--- config.mk ---
export PLATFORM = sky130hd
export DESIGN_NAME = mesh_config_loader
export DESIGN_NICKNAME = d
export VERILOG_FILES = /design/src/rtl/mesh_config_loader.sv
export SDC_FILE = /design/constraint.sdc
export NUM_CORES = 2
export LEC_CHECK = 0
export ABC_AREA = 0
export ABC_CLOCK_PERIOD_IN_PS = 5800
export CORE_MARGIN = 8
export CORE_UTILIZATION = 62
export CTS_CLUSTER_SIZE = 20
export DETAILED_ROUTE_END_ITERATION = 12
export GPL_ROUTABILITY_DRIVEN = 0
export PLACE_DENSITY = 0.84
export RECOVER_POWER = 25
export SYNTH_ARGS = -nofsm -noshare
export SYNTH_HDL_FRONTEND = slang
export SYNTH_SLANG_ARGS = --single-unit
--- constraint.sdc ---
create_clock -name clk -period 5.8 [get_ports clk]
set_input_delay 0.87 -clock clk [delete_from_list [all_inputs] [get_ports clk]]
set_output_delay 0.87 -clock clk [all_outputs]
set_load 0.01 [all_outputs]
--- src/rtl/mesh_config_loader.sv ---
// Buffers ROWS*COLS host configuration words in row-major order, then on launch streams
// them to the mesh one column at a time (one word per row) under a valid/ready handshake.
module mesh_config_loader #(
    parameter int ROWS  = 4,
    parameter int COLS  = 4,
    parameter int CFG_W = 64
) (
    input  logic                             clk,
    input  logic                             reset,
    input  logic                             in_valid,
    output logic                             in_ready,
    input  logic [CFG_W-1:0]                 in_data,
    input  logic                             launch,
    input  logic                             clear,
    output logic [ROWS*CFG_W-1:0]            cfg_port,
    output logic                             cfg_valid,
    input  logic                             cfg_ready,
    output logic [$clog2(COLS)-1:0]          cfg_col,
    output logic                             done,
    output logic [$clog2(ROWS*COLS+1)-1:0]   fill_count
);

    localparam int DEPTH = ROWS * COLS;
    localparam int COL_W = $clog2(COLS);
    localparam int ROW_W = $clog2(ROWS);
    localparam int PTR_W = $clog2(DEPTH + 1);

    typedef enum logic [1:0] {FILL, LOADED, ISSUE, DONE} state_t;

    state_t                  r_state;
    logic [PTR_W-1:0]        r_wr_ptr;
    logic [COL_W-1:0]        r_cfg_col;
    logic                    r_cfg_valid;
    logic                    r_done;
    logic                    r_in_ready;
    logic [ROWS*CFG_W-1:0]   r_cfg_port;
    logic [CFG_W-1:0]        r_buf [ROWS][COLS];

    logic [ROW_W-1:0]        w_wr_row;
    logic [COL_W-1:0]        w_wr_col;
    logic                    w_wr_en;
    logic                    w_last_word;
    logic [COL_W-1:0]        w_rd_col;
    logic [ROWS*CFG_W-1:0]   w_col_data;
    logic                    w_col_acc;
    logic                    w_last_col;

    assign w_wr_row    = ROW_W'(r_wr_ptr / PTR_W'(COLS));
    assign w_wr_col    = COL_W'(r_wr_ptr % PTR_W'(COLS));
    assign w_wr_en     = (r_state == FILL) && in_valid && !clear && !reset;
    assign w_last_word = (r_wr_ptr == PTR_W'(DEPTH - 1));
    assign w_col_acc   = r_cfg_valid && cfg_ready;
    assign w_last_col  = (r_cfg_col == COL_W'(COLS - 1));

    // Column to present next: column 0 on launch, otherwise the one after the current
    assign w_rd_col = (r_state == ISSUE) ? r_cfg_col + COL_W'(1) : '0;

    for (genvar g = 0; g < ROWS; g++) begin : g_rd
        assign w_col_data[g*CFG_W +: CFG_W] = r_buf[g][w_rd_col];
    end

    // Storage is deliberately not reset; contents are only meaningful once refilled
    always_ff @(posedge clk) begin
        if (w_wr_en) begin
            r_buf[w_wr_row][w_wr_col] <= in_data;
        end
    end

    always_ff @(posedge clk) begin
        if (reset) begin
            r_state     <= FILL;
            r_wr_ptr    <= '0;
            r_cfg_col   <= '0;
            r_cfg_valid <= 1'b0;
            r_done      <= 1'b0;
            r_in_ready  <= 1'b1;
            r_cfg_port  <= '0;
        end else begin
            case (r_state)
                FILL: begin
                    if (clear) begin
                        r_wr_ptr <= '0;
                    end else if (in_valid) begin
                        r_wr_ptr <= r_wr_ptr + PTR_W'(1);
                        if (w_last_word) begin
                            r_state    <= LOADED;
                            r_in_ready <= 1'b0;
                        end
                    end
                end
                LOADED: begin
                    if (clear) begin
                        r_state    <= FILL;
                        r_wr_ptr   <= '0;
                        r_in_ready <= 1'b1;
                    end else if (launch) begin
                        r_state     <= ISSUE;
                        r_cfg_col   <= '0;
                        r_cfg_valid <= 1'b1;
                        r_cfg_port  <= w_col_data;
                    end
                end
                ISSUE: begin
                    if (w_col_acc) begin
                        if (w_last_col) begin
                            r_state     <= DONE;
                            r_cfg_col   <= '0;
                            r_cfg_valid <= 1'b0;
                            r_cfg_port  <= '0;
                            r_done      <= 1'b1;
                        end else begin
                            r_cfg_col  <= r_cfg_col + COL_W'(1);
                            r_cfg_port <= w_col_data;
                        end
                    end
                end
                DONE: begin
                    r_done <= 1'b0;
                    if (clear) begin
                        r_state    <= FILL;
                        r_wr_ptr   <= '0;
                        r_in_ready <= 1'b1;
                    end else begin
                        r_state <= LOADED;
                    end
                end
                default: r_state <= FILL;
            endcase
        end
    end

    assign in_ready   = r_in_ready;
    assign cfg_port   = r_cfg_port;
    assign cfg_valid  = r_cfg_valid;
    assign cfg_col    = r_cfg_col;
    assign done       = r_done;
    assign fill_count = r_wr_ptr;

endmodule
[Word-level counts from Yosys, hierarchy flattened]
Memory sizes are Yosys's and may differ from the RTL's.
Cells that the tools add are included.
W data, S select, Z words.
Operators by class
  add/subtract/negate cells: 2
  order comparisons: 3
  equal/unequal tests: 15
  mux-type cells: 53
  bitwise logic cells: 2
  reduce and logical (&&, ||, !) cells: 18
Operators with widths (count)
  $mux W256: 5
  $mux W64: 9
  $bmux W64 S2: 4
  $pmux W256 S2: 1
  $demux W64 S2: 1
  $mux W2: 12
  $mux W5: 3
  $ne A2 B2 Y1 const B: 7
  $mux W1: 12
  $pmux W5 S2: 1
  $reduce_and A5 Y1: 2
  $pmux W2 S4: 1
  $eq A2 B2 Y1 const B: 3
  $ge A3 B3 Y1 const B: 2
  $ne A3 B3 Y1 const B: 2
  $not A2 Y3: 2
  $pmux W1 S2: 3
  $reduce_and A3 Y1: 2
  $reduce_and A6 Y1: 1
  $reduce_bool A2 Y1: 3
  $add A5 B1 Y5 const B: 1
  $eq A5 B4 Y1 const B: 1
  $logic_and A1 B1 Y1: 5
  $pmux W2 S2: 1
  other kinds (8): 9
Word-level totals
  bits in registers: 268
  memory bits (writable): 1024
  memories kept: 1
Memory list
  r_buf: words 4, bits a word 256, rd ports 4, clocked after Yosys merged registers in 0, write ports 1, line 37  | logic [CFG_W-1:0] r_buf [ROWS][COLS];

[Logic depth before layout (Yosys ltp)]
  word-level depth: 9
  gate-level depth with buffers: 8
  gate-level depth less buffers: 7

[Worst setup path after synthesis]
No wires, ideal clock.
  kind: input to register
  start point: input in_valid
  end point: memory r_buf[2][0] (netlist name) (enable)
  library setup time: 0.429 ns
  data arrival time: 3.217 ns
  data required time: 5.371 ns
  path slack: 2.154 ns
  stages: 4
  path through: nor2b_1 nand3b_1 nor3b_1 and2_1
On the way
  word-level cells in the longest chain between the ends: 5
RTL lines
  start, declared: line 10  | input logic in_valid,
  $logic_and A1 B1 Y1 (3 in series): line 50  | assign w_wr_en = (r_state == FILL) && in_valid && !clear && !reset;
  $mux W1: line 64  | if (w_wr_en) begin
  $mux W256 (implied by the code): line 65  | r_buf[w_wr_row][w_wr_col] <= in_data;
  end, declared: line 37
No other way between the ends.

[Worst setup path in the final report]
  start point: register r_cfg_col[0], in the netlist cfg_col[0]
  end point: register r_cfg_port[180], in the netlist cfg_port[180]
On the way
  word-level cells in the longest chain between the ends: 9
  elaborated cells on any way between the ends: 12
  those cells by class: 1 x add/sub; 1 x eq/ne; 9 x mux; 1 x bitwise
RTL lines
  start, declared: line 32  | logic [COL_W-1:0] r_cfg_col;
  start signal, assigned: line 112  | r_cfg_col <= r_cfg_col + COL_W'(1);
  $add A2 B1 Y2: line 56  | assign w_rd_col = (r_state == ISSUE) ? r_cfg_col + COL_W'(1) : '0;
  $mux W2: line 56
  $not A2 Y3 (implied by the code): line 59  | assign w_col_data[g*CFG_W +: CFG_W] = r_buf[g][w_rd_col];
  $bmux W64 S2: line 59
  $mux W64 (implied by the code) (2 in series): line 59
  $mux W256 (on tied branches): line 105, 96
  $mux W256 (on tied branches): line 104, 92
  $pmux W256 S2 *: line 79  | case (r_state)
  end signal, assigned: line 100  | r_cfg_port <= w_col_data;
  end signal, assigned: line 113  | r_cfg_port <= w_col_data;
  end, declared: line 36  | logic [ROWS*CFG_W-1:0] r_cfg_port;
Mark *: on every way between the ends. The rest lies on a longest branch, timed or not. The select of a mux whose other input is x is not followed.
A chain may end at the register's enable or synchronous reset.

==> summary.md <==
| Metric | Value |
|---|---|
| Status | finished, final reports clean |
| DRC | 0 |
| Total power draw | 18.3 mW |
| Largest family of logic cells by synthesized area | compound AO/OA/AOI/OAI gates |
| Dpl cell area | 49300 µm² |
| Crit path time final | 3.70 ns |
| Final setup viols | 0 |
| Filler instances | 3867 |
| NumNets Final | 2705 |
| CP arrival | 4.23 ns |
| LEAKAGE | 16.8 nW |
| Worst Tran Pin Value | 1.32 ns |
| CTS buffer count | 117 |
| Synth top cells by count | 1024 x edfxtp_1, 268 x dfxtp_1, 255 x o2bb2ai_1 |
| Unrepaired setup endpoints after global routing | false |
| Synth Warn # | 0 |
| Final Hold Vio Count | 0 |
| Synth Area in Compound Gates | 0.110 |
| Setup TNS Final | 0 ns |
| Root Driver | clkbuf_16 |
| Netlist cell types | 46 |
| Crit path kind | flop to flop |
| Synth Area in XOR/XNOR | 0 |
| Peak supply drop | 0.253 mV |
| Fin cells | 3697 |
| Die ar. | 81900 µm² |
| Type of the tightest min-delay check | flop to flop |
| Initial antenna violation count | 6 |
| EDFF count, synth | 1024 |
| Cell area after synthesis | 45200 µm² |
| Area grow syn2layout | 18.1% |
| Fmax | 0.270 GHz |
| Share of the synthesized area in the top cell type | 0.680 |
| Synth top area cells | edfxtp_1 68%, dfxtp_1 12%, mux2_2 6.3%, a222oi_1 5.6%, o2bb2ai_1 4.9% |
| H-tree depth | 3 |
| Rel. slew slack | 0.121 |
| Layout cells sized above 1 | 0.180 |
| Drt first pass iters | 12 |
| Wirelength per Cell | 29.9 µm |
| First-pass GRT wire length | 163000 µm |
| Starting density of the core | 0.623 |
| Cells after synthesis | 2332 |
| Crit path max fanout | 112 |
| Area leader, netlist | edfxtp_1 |
| Post-CTS setup buffer count | 0 |
| Ys async rst share | 0 |
| Synthesized Nets | 2408 |
| WHS | 0.463 ns |
| DR iter-0 viols | 4472 |
| Largest net degree at the start of global routing | 171 |
| Die Wd | 286 µm |
| Cts hold-fix bufs | 0 |
| Clk sink count | 1292 |
| Period utilization | 0.639 |
| Rows | 99 |
| ANT nets after route | 0 |
| Final Core Density | 0.736 |
| Fin. max-slew vios | 0 |
| Post-Layout Inst Area | 53400 µm² |
| Adder-Cell Fraction of Synth Area | 0.00166 |
| Clock latency on the worst-skew pair | 0.69 ns |
| Synthesized-area fraction occupied by and/or/nand/nor cells | 0.00680 |
| Post-CTS Resized | 0 |
| Most frequent cell after synthesis | edfxtp_1 |
| Worst Path Required | 6.32 ns |
| I/O Pins | 336 |
| Die Span Y | 286 µm |
| Crit end category | flop |
| CORE AREA | 72600 µm² |
| Post-placement cell count | 3469 |
| Syn avg cell area | 19.4 µm² |
| HPWL Detailed | 58600 µm |
| DRT Wirelength | 110000 µm |
| GR Util All Layers | 0.260 |
| Yosys reg bits | 1292 |
| Port Buf Inserts | 335 |
| Vias in the first global route | 25400 |
| PD cells | 343 nW/µm² |
| Worst setup margin | 2.10 ns |
| Via density | 6.81 |
| CP Launch Type | flop |
| Vias | 25200 |
| Clock buffer depth | 3 |
| Mux contribution to synthesized area | 0.0641 |
| CTS clk-pin slew, worst paths | 0.06 ns |
| CTS tree | built |
| Final Skew | 0.0307 ns |
| Max-Cap Viols | 0 |
| Synth Flop Type | edfxtp_1 |
| Grt ovf | 0 |
| Pre-CTS setup slack | 1.77 ns |
| Register area share after synthesis | 0.798 |
[flip-flops by register name, indices dropped and copies added, names as in the netlist, named ones only]
signal      count
r_buf        1024
fill_count      5
in_ready        1
r_state         1
cfg_port      256
cfg_col         2
cfg_valid       1
done            1
[cell type report]
class	instances	area [µm²]	area share
timing repair buffer	353	3600	0.0674
clock buffer	152	3340	0.0625
tap	959	1200	0.0225
sequential	1292	36100	0.676
multi-input combinational	856	8350	0.156
antenna	4	10.0	0.000187
inverter	9	33.8	0.000632
clock inverter	72	768	0.0144
[final timing paths]
check / startpoint / cells past startpoint / slack [ns] / end
worst max-delay path: cfg_col[0] / 5 / 2.10 / cfg_port[180]
worst min-delay path: cfg_port[209] / 1 / 0.46 / cfg_port[209]
worst max register to register: cfg_col[0] / 5 / 2.10 / cfg_port[180]
worst min register to register: cfg_port[209] / 1 / 0.46 / cfg_port[209]
[worst max-delay path: stages (launching register included)]
cell and delay, ns:
dfxtp_4 0.76, buf_12 0.58, buf_4 0.85, mux2_2 0.42, a222oi_1 0.56, o2bb2ai_1 0.13
[cell families (layout without fill, tap and decap cells)]
| family | Yosys count | in the layout |
|---|---|---|
| and+or+nand+nor | 54 | 54 |
| AOI/OAI and AO/OA | 538 | 538 |
| buffers and inverters | 184 | 586 |
| muxes | 258 | 258 |
| DFF | 1292 | 1292 |
| other | 0 | 4 |
| adders and majority gates | 6 | 6 |
[layer usage]
layer	GRT usage	vias up	wire, µm
met5	0	-	47
li1	-	10500	-
met2	0.431	1762	55400
met1	0.351	12700	40800
met4	0.0795	6	3030
met3	0.0524	215	11200
[where the power goes]
group | leakage (nW) | total [mW] | switching (mW) | internal, mW
Sequential | 11.4 | 10.0 | 0.00597 | 10.0
Clock | 2.00 | 8.08 | 3.43 | 4.66
Combinational | 3.38 | 0.224 | 0.171 | 0.0530
[cells in the final DEF (no fill, tap or decap), drive strengths merged, types with 2 or more instances in the layout]
cell type,Yosys,routed
nor2,12,12
dfxtp,268,268
and2,13,13
diode,0,4
a222oi,254,254
nand3b,2,2
clkbuf,86,152
mux2i,4,4
nand2,6,6
mux2,254,254
a31oi,3,3
buf,89,18
inv,9,12
clkdlybuf4s50,0,289
clkinv,0,45
nand4b,2,2
and3,6,6
nor3,4,4
a21oi,8,8
o21ai,4,4
clkinvlp,0,11
bufinv,0,13
dlygate4sd3,0,46
a2bb2oi,2,2
edfxtp,1024,1024
o2bb2ai,255,255
a21o,2,2
ha,6,6
Power figures use the tool's default switching activity.
